==> config.mk <==
export PLATFORM = sky130hd
export DESIGN_NAME = div_seq_16
export DESIGN_NICKNAME = d
export VERILOG_FILES = /design/src/rtl/div_pkg.sv /design/src/rtl/div_sub_stage.sv /design/src/rtl/div_seq_16.sv
export SDC_FILE = /design/constraint.sdc
export NUM_CORES = 1
export LEC_CHECK = 0
export BUFFER_PORTS_ARGS = -buffer_cell sky130_fd_sc_hd__buf_2
export CAP_MARGIN = 25
export CORE_AREA = 2 2 129 131
export CTS_CLUSTER_SIZE = 16
export DETAILED_ROUTE_END_ITERATION = 16
export DIE_AREA = 0 0 131 133
export HOLD_SLACK_MARGIN = 0.1
export SLEW_MARGIN = 20
export SYNTH_ARGS = -nofsm -noshare
export SYNTH_HDL_FRONTEND = slang
export SYNTH_SLANG_ARGS = --single-unit
==> constraint.sdc <==
create_clock -name clk -period 2.85 [get_ports clk]
set_input_delay 0.285 -clock clk [delete_from_list [all_inputs] [get_ports clk]]
set_output_delay 0.285 -clock clk [all_outputs]
set_load 0.02 [all_outputs]
==> src/rtl/div_pkg.sv <==
// Shared definitions for the sequential divider: FSM state encoding and the
// divide-by-zero quotient constant.
package div_pkg;

    typedef enum logic [1:0] {
        ST_IDLE = 2'd0,
        ST_CALC = 2'd1,
        ST_DONE = 2'd2
    } div_state_e;

    localparam int unsigned DIV_MAX_W = 64;

    // All-ones quotient for a zero divisor; callers truncate to their width.
    function automatic logic [DIV_MAX_W-1:0] div_zero_q();
        return '1;
    endfunction

endpackage

==> src/rtl/div_sub_stage.sv <==
// W-bit subtractor (a + ~b + 1) returning difference and borrow; used for the
// restoring trial subtraction and for two's-complement negation.
module div_sub_stage #(
    parameter int unsigned W = 17
) (
    input  logic [W-1:0] a_i,
    input  logic [W-1:0] b_i,
    output logic [W-1:0] diff_o,
    output logic         borrow_o
);

    localparam int unsigned SW = W + 1;

    logic [SW-1:0] sum_c;

    assign sum_c    = {1'b0, a_i} + {1'b0, ~b_i} + SW'(1);
    assign diff_o   = sum_c[W-1:0];
    assign borrow_o = ~sum_c[W];

endmodule

==> src/rtl/div_seq_16.sv <==
// Iterative radix-2 restoring divider behind a valid/ready handshake.
// Signed operation is built only when DIV_SIGNED_EN is defined.
module div_seq_16 #(
    parameter int unsigned WIDTH = 16
) (
    input  logic             clk,
    input  logic             rst,
    input  logic             in_valid,
    output logic             in_ready,
    input  logic [WIDTH-1:0] dividend,
    input  logic [WIDTH-1:0] divisor,
    input  logic             op_signed,
    input  logic             kill,
    output logic             out_valid,
    input  logic             out_ready,
    output logic [WIDTH-1:0] quotient,
    output logic [WIDTH-1:0] remainder,
    output logic             div_by_zero
);

    import div_pkg::*;

    localparam int unsigned CNT_W = $clog2(WIDTH);
    localparam int unsigned TW    = WIDTH + 1;

    div_state_e       state_q, state_d;
    logic [CNT_W-1:0] count_q, count_d;
    logic [WIDTH-1:0] q_q, q_d;
    logic [WIDTH-1:0] rem_q, rem_d;
    logic [WIDTH-1:0] dvs_q, dvs_d;
    logic             zero_q, zero_d;
    logic             in_ready_q, in_ready_d;
    logic             out_valid_q, out_valid_d;
    logic [WIDTH-1:0] quo_out_q, quo_out_d;
    logic [WIDTH-1:0] rem_out_q, rem_out_d;
    logic             dbz_q, dbz_d;

    logic             accept_c;
    logic [WIDTH-1:0] mag_dvd_c, mag_dvs_c;
    logic [WIDTH-1:0] fix_quo_c, fix_rem_c;
    logic [TW-1:0]    rem_shift_c, trial_diff_c;
    logic             trial_borrow_c;
    logic             unused_trial_msb_c;

    assign accept_c = (state_q == ST_IDLE) && in_valid && in_ready_q;

    // Trial subtraction of the divisor from the shifted partial remainder.
    assign rem_shift_c        = {rem_q, q_q[WIDTH-1]};
    assign unused_trial_msb_c = trial_diff_c[WIDTH];

    div_sub_stage #(.W(TW)) u_trial (
        .a_i      (rem_shift_c),
        .b_i      ({1'b0, dvs_q}),
        .diff_o   (trial_diff_c),
        .borrow_o (trial_borrow_c)
    );

`ifdef DIV_SIGNED_EN
    logic             sgn_quo_q, sgn_rem_q;
    logic [WIDTH-1:0] neg_dvd_c, neg_dvs_c, neg_quo_c, neg_rem_c;
    logic [3:0]       unused_borrow_c;

    div_sub_stage #(.W(WIDTH)) u_neg_dvd (
        .a_i('0), .b_i(dividend), .diff_o(neg_dvd_c), .borrow_o(unused_borrow_c[0]));
    div_sub_stage #(.W(WIDTH)) u_neg_dvs (
        .a_i('0), .b_i(divisor),  .diff_o(neg_dvs_c), .borrow_o(unused_borrow_c[1]));
    div_sub_stage #(.W(WIDTH)) u_neg_quo (
        .a_i('0), .b_i(q_q),      .diff_o(neg_quo_c), .borrow_o(unused_borrow_c[2]));
    div_sub_stage #(.W(WIDTH)) u_neg_rem (
        .a_i('0), .b_i(rem_q),    .diff_o(neg_rem_c), .borrow_o(unused_borrow_c[3]));

    assign mag_dvd_c = (op_signed && dividend[WIDTH-1]) ? neg_dvd_c : dividend;
    assign mag_dvs_c = (op_signed && divisor[WIDTH-1])  ? neg_dvs_c : divisor;
    assign fix_quo_c = sgn_quo_q ? neg_quo_c : q_q;
    assign fix_rem_c = sgn_rem_q ? neg_rem_c : rem_q;

    // Result signs captured with the operands, applied once in DONE.
    always_ff @(posedge clk) begin
        if (rst) begin
            sgn_quo_q <= 1'b0;
            sgn_rem_q <= 1'b0;
        end else if (accept_c) begin
            sgn_quo_q <= op_signed && (dividend[WIDTH-1] ^ divisor[WIDTH-1]);
            sgn_rem_q <= op_signed && dividend[WIDTH-1];
        end
    end
`else
    logic unused_op_signed_c;

    assign unused_op_signed_c = op_signed;
    assign mag_dvd_c          = dividend;
    assign mag_dvs_c          = divisor;
    assign fix_quo_c          = q_q;
    assign fix_rem_c          = rem_q;
`endif

    always_comb begin
        state_d     = state_q;
        count_d     = count_q;
        q_d         = q_q;
        rem_d       = rem_q;
        dvs_d       = dvs_q;
        zero_d      = zero_q;
        out_valid_d = out_valid_q;
        quo_out_d   = quo_out_q;
        rem_out_d   = rem_out_q;
        dbz_d       = dbz_q;

        case (state_q)
            ST_IDLE: begin
                if (accept_c) begin
                    q_d     = mag_dvd_c;
                    dvs_d   = mag_dvs_c;
                    count_d = '0;
                    zero_d  = (divisor == '0);
                    // A zero divisor parks |dividend| as the remainder and skips CALC.
                    rem_d   = (divisor == '0) ? mag_dvd_c : '0;
                    state_d = (divisor == '0) ? ST_DONE : ST_CALC;
                end
            end
            ST_CALC: begin
                if (!trial_borrow_c) begin
                    rem_d = trial_diff_c[WIDTH-1:0];
                    q_d   = {q_q[WIDTH-2:0], 1'b1};
                end else begin
                    rem_d = rem_shift_c[WIDTH-1:0];
                    q_d   = {q_q[WIDTH-2:0], 1'b0};
                end
                count_d = count_q + CNT_W'(1);
                if (count_q == CNT_W'(WIDTH - 1)) begin
                    state_d = ST_DONE;
                end
            end
            ST_DONE: begin
                // First DONE cycle publishes the sign-corrected result.
                if (!out_valid_q) begin
                    out_valid_d = 1'b1;
                    dbz_d       = zero_q;
                    quo_out_d   = zero_q ? WIDTH'(div_zero_q()) : fix_quo_c;
                    rem_out_d   = fix_rem_c;
                end else if (out_ready) begin
                    out_valid_d = 1'b0;
                    state_d     = ST_IDLE;
                end
            end
            default: state_d = ST_IDLE;
        endcase

        if (kill) begin
            state_d     = ST_IDLE;
            out_valid_d = 1'b0;
        end

        in_ready_d = (state_d == ST_IDLE);
    end

    always_ff @(posedge clk) begin
        if (rst) begin
            state_q     <= ST_IDLE;
            count_q     <= '0;
            q_q         <= '0;
            rem_q       <= '0;
            dvs_q       <= '0;
            zero_q      <= 1'b0;
            in_ready_q  <= 1'b1;
            out_valid_q <= 1'b0;
            quo_out_q   <= '0;
            rem_out_q   <= '0;
            dbz_q       <= 1'b0;
        end else begin
            state_q     <= state_d;
            count_q     <= count_d;
            q_q         <= q_d;
            rem_q       <= rem_d;
            dvs_q       <= dvs_d;
            zero_q      <= zero_d;
            in_ready_q  <= in_ready_d;
            out_valid_q <= out_valid_d;
            quo_out_q   <= quo_out_d;
            rem_out_q   <= rem_out_d;
            dbz_q       <= dbz_d;
        end
    end

    assign in_ready    = in_ready_q;
    assign out_valid   = out_valid_q;
    assign quotient    = quo_out_q;
    assign remainder   = rem_out_q;
    assign div_by_zero = dbz_q;

endmodule
# --- Word level (Yosys, flattened, before mapping) ---
# Index checks and enable logic that the tools add are counted.
classes:
  addsub: 3
  n_eq_ne: 4
  muxes: 19
  n_bitwise: 2
  n_reduce_logical: 10
ops:
  columns: ["operator", "n"]
  rows:
  - ["16-bit two-way mux", 5]
  - ["16-bit case mux with 2 select lines", 2]
  - ["17-bit by 17-bit adder with 18-bit output", 1]
  - ["18-bit by 1-bit adder with 18-bit output (second input constant)", 1]
  - ["16-bit NOT with 17-bit output", 1]
  - ["16-bit logical NOT", 1]
  - ["2-bit two-way mux", 6]
  - ["4-bit case mux with 2 select lines", 1]
  - ["2-bit case mux with 3 select lines", 1]
  - ["2-bit AND reduction", 3]
  - ["4-bit by 1-bit adder with 4-bit output (second input constant)", 1]
  - ["4-bit equality test (second input constant)", 1]
  - ["2-bit logical NOT", 2]
  - ["4-bit two-way mux", 1]
  - ["1-bit two-way mux", 3]
  - ["2-bit by 1-bit equality test with 1-bit output (second input constant)", 1]
  - ["2-bit equality test (second input constant)", 1]
  - ["1-bit logical AND", 2]
  - ["2-bit != test (second input constant)", 1]
  - ["2-bit nonzero test", 1]
  - ["2-bit OR reduction", 1]
  - ["1-bit NOT", 1]
totals:
  regBits: 90
  in_bits: 38
  output_inout_bits: 35
  word_cells: 49

# --- Logic depth before layout (Yosys ltp) ---
depth:
  depth_word: 7
  mapped_depth: 11
  ltp_nobuf: 11

# --- Hierarchy ---
# A second synthesis with hierarchy kept.
unflattened:
  cells_unflattened: 620
  area_unflattened_um2: 4890.9
modules_own_cells:
  columns: ["mod", "n_inst", "cells_per_inst", "area_each_um2", "seq_area_each_um2"]
  rows:
  - ["div_seq_16", 1, 469, 3871.2, 1801.7]
  - ["div_sub_stage", 1, 151, 1019.7, 0.0]

# --- Worst setup path before layout ---
# No wires, ideal clock.
synth_path:
  path_type: "register -> register"
  startpoint: "register q_q[15] (netlist: fix_quo_c[15])"
  endpoint: "register rem_q[14] (netlist: fix_rem_c[14])"
  setup_time_ps: 91
  arrival_ps: 2231
  required_ps: 2759
  path_slack_ps: 528
  path_stages_with_launch: 12
  n_path_buf: 0
  period_less_slack_ps: 2322
  path_cell_list: "dfxtp_1 inv_1 ha_1 inv_1 fa_1 a21o_1 a221oi_2 o32ai_1 o31a_1 o22ai_1 xor2_1 a311oi_1"
synth_between:
  elab_chain_cells: 4
synth_lines:
  columns: ["item", "line_no", "text"]
  rows:
  - ["start: declaration", "div_seq_16.sv:28", "logic [WIDTH-1:0] q_q, q_d;"]
  - ["start signal: assignment", "div_seq_16.sv:173", "q_q <= q_d;"]
  - ["17-bit by 17-bit adder with 18-bit output", "div_sub_stage.sv:16", "assign sum_c = {1'b0, a_i} + {1'b0, ~b_i} + SW'(1);"]
  - ["18-bit by 1-bit adder with 18-bit output", "div_sub_stage.sv:16", null]
  - ["16-bit two-way mux", "div_seq_16.sv:122", "if (!trial_borrow_c) begin"]
  - ["16-bit case mux with 2 select lines", "div_seq_16.sv:109", "case (state_q)"]
  - ["end signal: assignment", "div_seq_16.sv:174", "rem_q <= rem_d;"]
  - ["end: declaration", "div_seq_16.sv:29", "logic [WIDTH-1:0] rem_q, rem_d;"]
# Every way passes these cells.
# A chain may end at the register's enable or synchronous reset.

# --- Worst setup path after layout ---
# Same ends and word-level chain as after synthesis.

==> run summary <==
The run finished with clean final reports. The HPWL after detailed placement is 9700 um. Routed wire length: 13100 um. The worst setup path is captured at a flip-flop.

Data on the critical path is required at its endpoint by 3.11 ns. STA puts the critical path data arrival time at 2.87 ns. The clock reaches the later pin of the worst-skew pair after 0.36 ns.

The leakage component of the power is 2.24 nW, and the number of design-rule violations left by the first detailed-router iteration is 371. Before CTS, the worst setup slack after placement is 0.254 ns. The largest vdd supply drop was 0.000287 V.

The synthesized design contains 0 enable-type register cells. The share of final-layout standard cells stronger than drive strength 1 came out at 17.7%. The average size of a mapped cell came out at 7.55 um2.

The finished layout cell area was 5520 um2; the total of cells resized after clock tree synthesis was 0. Origin of the worst min-delay path: divisor[4]. The logs give 0 for the number of nets with antenna violations after detailed routing and 0.866 for the final estimated routing congestion in global placement. For the total of warnings raised by yosys, the log shows 0. The region available for standard cell placement spans 16200 um2. The tools report the setup-violating endpoint count in the final report as 0. After clock tree synthesis, the clock-pin slew on the worst setup and hold paths is 0.07 ns. After synthesis, the netlist uses 54 different library cells. After detailed placement, the total cell area comes to 5170 um2. The relative contribution of combinational cells to total power is 21.0%. The run gives 0.240 ns as the slack of the critical path.

For the max-slew violation total from the final report, the log shows 0. For the via count of the first global-routing pass, the log shows 4089. The setup path with the least slack is of type reg2reg.

The first detailed-routing pass ran for 4 iterations. Counting flops and latches in the post-synthesis netlist gives 90. After filler insertion, the fill cell instance count of the layout stands at 1734.

After layout, the worst path uses 91.6% of the clock period. The tools report the worst clock skew on the final layout as 0.0114 ns. The top fanout value on the critical path was 4.

Relative contribution of sequential cells to total power: 39.8%. In the synthesized netlist, the number of instances is 607. The total area of sequential cells is 1800 um2.

Headroom to the max-slew limit came out at 50.3%. After detailed routing, the number of remaining DRC violations is 0. The shortest period the worst path allows was 2.61 ns; the power share of the clock group was 39.2%.

The die width was 131 um. The slew of the pin with the lowest slew margin works out to 0.745 ns. Summing all multi-input logic gate instances after layout gives 2530 um2.

Net switching is 29.9% of the power. After synthesis, flip-flops and latches occupy 39.3% of the total area. In this run the critical register-to-register path is launched from fix_quo_c[15]$_SDFFE_PP0P_. 73 I/O pins were placed. The layout overhead on the synthesized area is 20.4%. For this run the aggregate overflow at the end of global routing stands at 0. In this run the cell area of the synthesized design comes to 4580 um2. The longest clock path from root to sink contains 2 buffers.

Dividing the detail-routed wire length by the instance count gives 14.7 um. Area of the die: 17400 um2. The count of buffers added on input and output ports is 71. For the final routed database, the setup TNS stands at 0 ns. For the number of standard-cell rows in the floorplan, the log shows 47. The number of nets in the synthesized netlist came out at 663. The tools report the reported net switching power as 0.00102 W. The routed layout has 4415 vias.

The power per standard cell area was 620 nW/um2; the maximum number of pins on one net before global-route repair was 43. The most critical setup path has its startpoint at fix_quo_c[15]$_SDFFE_PP0P_. CTS saw 90 sinks. The tree is rooted in a clkbuf_16.

Max capacitance violation total: 0. Worst min-delay path class: in2reg. STA classifies the critical path startpoint as a flip-flop.

Initial antenna violation count: 0. TritonCTS built the clock tree. The first-pass GRT wire length was 21500 um; the final layout net count was 719.

The design draws 0.00342 W. The die is 133 um tall. Global routing consumed, over all layers together, 15.8% of the routing resources. The tools report the worst hold slack across all endpoints as 0.178 ns. The number of antenna diodes in the final layout is 0. The logs give 0 for the final hold violation count and 383 MHz for the maximum clock rate. Of all flip-flops after synthesis, the portion carrying an async set or reset was 0%.

The run gives 0.00240 W as the internal power of the cells. The most frequently used flop master after synthesis was dfxtp_1. The H-tree was split into 3 levels. In the routed layout, each cell is associated on average with a via count of 4.97.

Setup repair after global routing left no endpoint under its margin. The tools report the initial cell density of the core as 28.3%. The clock buffer count from CTS is 9.
[cell families (layout without fill, tap and decap cells)]
family | after synthesis | in the layout | share of synthesized area [%]
simple gates | 268 | 268 | 25.3
compound gates | 157 | 157 | 22.9
flops | 90 | 90 | 39.3
buf+inv | 65 | 126 | 5.65
fa+ha+maj | 18 | 18 | 5.08
xor+xnor | 7 | 7 | 1.34
mux | 2 | 2 | 0.437
[cells in the final DEF, fill, tap and decap left out, types with 5 or more instances in the layout]
cell | Yosys | layout
and3_1 | 5 | 5
dfxtp_1 | 90 | 90
buf_2 | 4 | 71
nand3_1 | 23 | 23
xnor2_1 | 5 | 5
ha_1 | 17 | 17
nor3_1 | 36 | 35
a21oi_1 | 66 | 66
o21ai_0 | 19 | 19
a311oi_1 | 18 | 18
nor2_1 | 58 | 58
inv_1 | 20 | 20
nor4_1 | 5 | 5
clkbuf_16 | 0 | 9
a21o_1 | 10 | 10
a31oi_1 | 7 | 7
o21bai_1 | 5 | 5
nand2_1 | 123 | 123
buf_4 | 0 | 18
[power groups by stage]
stage	Sequential (W)	Clock [W]	Combinational [W]
final	0.00136	0.00134	0.000717
after floorplan	0.00137	0	0.000537
after global placement	0.00139	0	0.000709
after detailed placement	0.00139	0	0.000715
after global routing	0.00137	0.00143	0.000805
after CTS	0.00136	0.00138	0.000719
[worst max-delay path: stages (launching register included)]
cell and delay [ns]:
dfxtp_1 0.36, inv_1 0.07, ha_1 0.16, inv_1 0.05, fa_1 0.39, a21o_1 0.22
a221oi_2 0.35, o32ai_1 0.16, o31a_1 0.27, o22ai_1 0.15, xor2_1 0.09, a311oi_1 0.24
[repair_timing]
| item | CTS | global route |
|---|---|---|
| buffers inserted | 0 | 0 |
| hold endpoints to repair | 1 | 0 |
| hold buffers | 1 | 0 |
[through the flow]
step | std cells | utilization [%]
floorplan | 607 | -
global placement | 871 | 32.0
CTS | 888 | 34.1
finish | 888 | 34.1
global route | 888 | 34.1
detailed placement | 871 | 32.0
[cell usage after synthesis (3+ instances only)]
library cell | number | area, um2
nand2_1 | 123 | 462
and3_1 | 5 | 31.3
o21bai_1 | 5 | 37.5
nor2_1 | 58 | 218
buf_2 | 4 | 20.0
a311oi_1 | 18 | 158
nor3_1 | 36 | 180
nand2b_1 | 4 | 25.0
clkbuf_1 | 35 | 131
o21ai_0 | 19 | 95.1
a211oi_1 | 4 | 30.0
a21o_1 | 10 | 75.1
a31oi_1 | 7 | 43.8
dfxtp_1 | 90 | 1800
nor2b_1 | 5 | 31.3
a221oi_1 | 4 | 35.0
inv_1 | 20 | 75.1
buf_1 | 3 | 11.3
nor4_1 | 5 | 31.3
xnor2_1 | 5 | 43.8
a21oi_1 | 66 | 330
nand3_1 | 23 | 115
ha_1 | 17 | 213
[path summary, 6_finish.rpt]
check | to | slack (ns) | cells past startpoint
max | fix_rem_c[14]$_SDFFE_PP0P_ | 0.24 | 11
min | dvs_q[4]$_SDFFE_PP0P_ | 0.18 | 3
max reg2reg | fix_rem_c[14]$_SDFFE_PP0P_ | 0.24 | 11
min reg2reg | dvs_q[15]$_SDFFE_PP0P_ | 0.45 | 2
[state kept, by name (all words and copies together), names as in the netlist]
register / flops
out_valid: 1
dvs_q: 16
zero_q: 1
count_q: 4
div_by_zero: 1
quotient: 16
fix_rem_c: 16
state_q: 2
fix_quo_c: 16
remainder: 16
in_ready: 1
[routing by layer]
metal | global-route usage (%) | vias up | routed length (um)
met5 | 0 | - | 0
met1 | 22.4 | 2029 | 6390
met4 | 4.43 | 0 | 193
li1 | - | 2243 | -
met2 | 23.7 | 127 | 5760
met3 | 3.92 | 16 | 740
[cell type report]
cell class	instances	area share [%]
timing repair buffer	90	9.07
clock buffer	10	4.33
multi-input combinational	452	45.9
sequential	90	32.6
inverter	20	1.36
clock inverter	6	1.75
tap	220	4.99
Power figures use the tool's default switching activity.
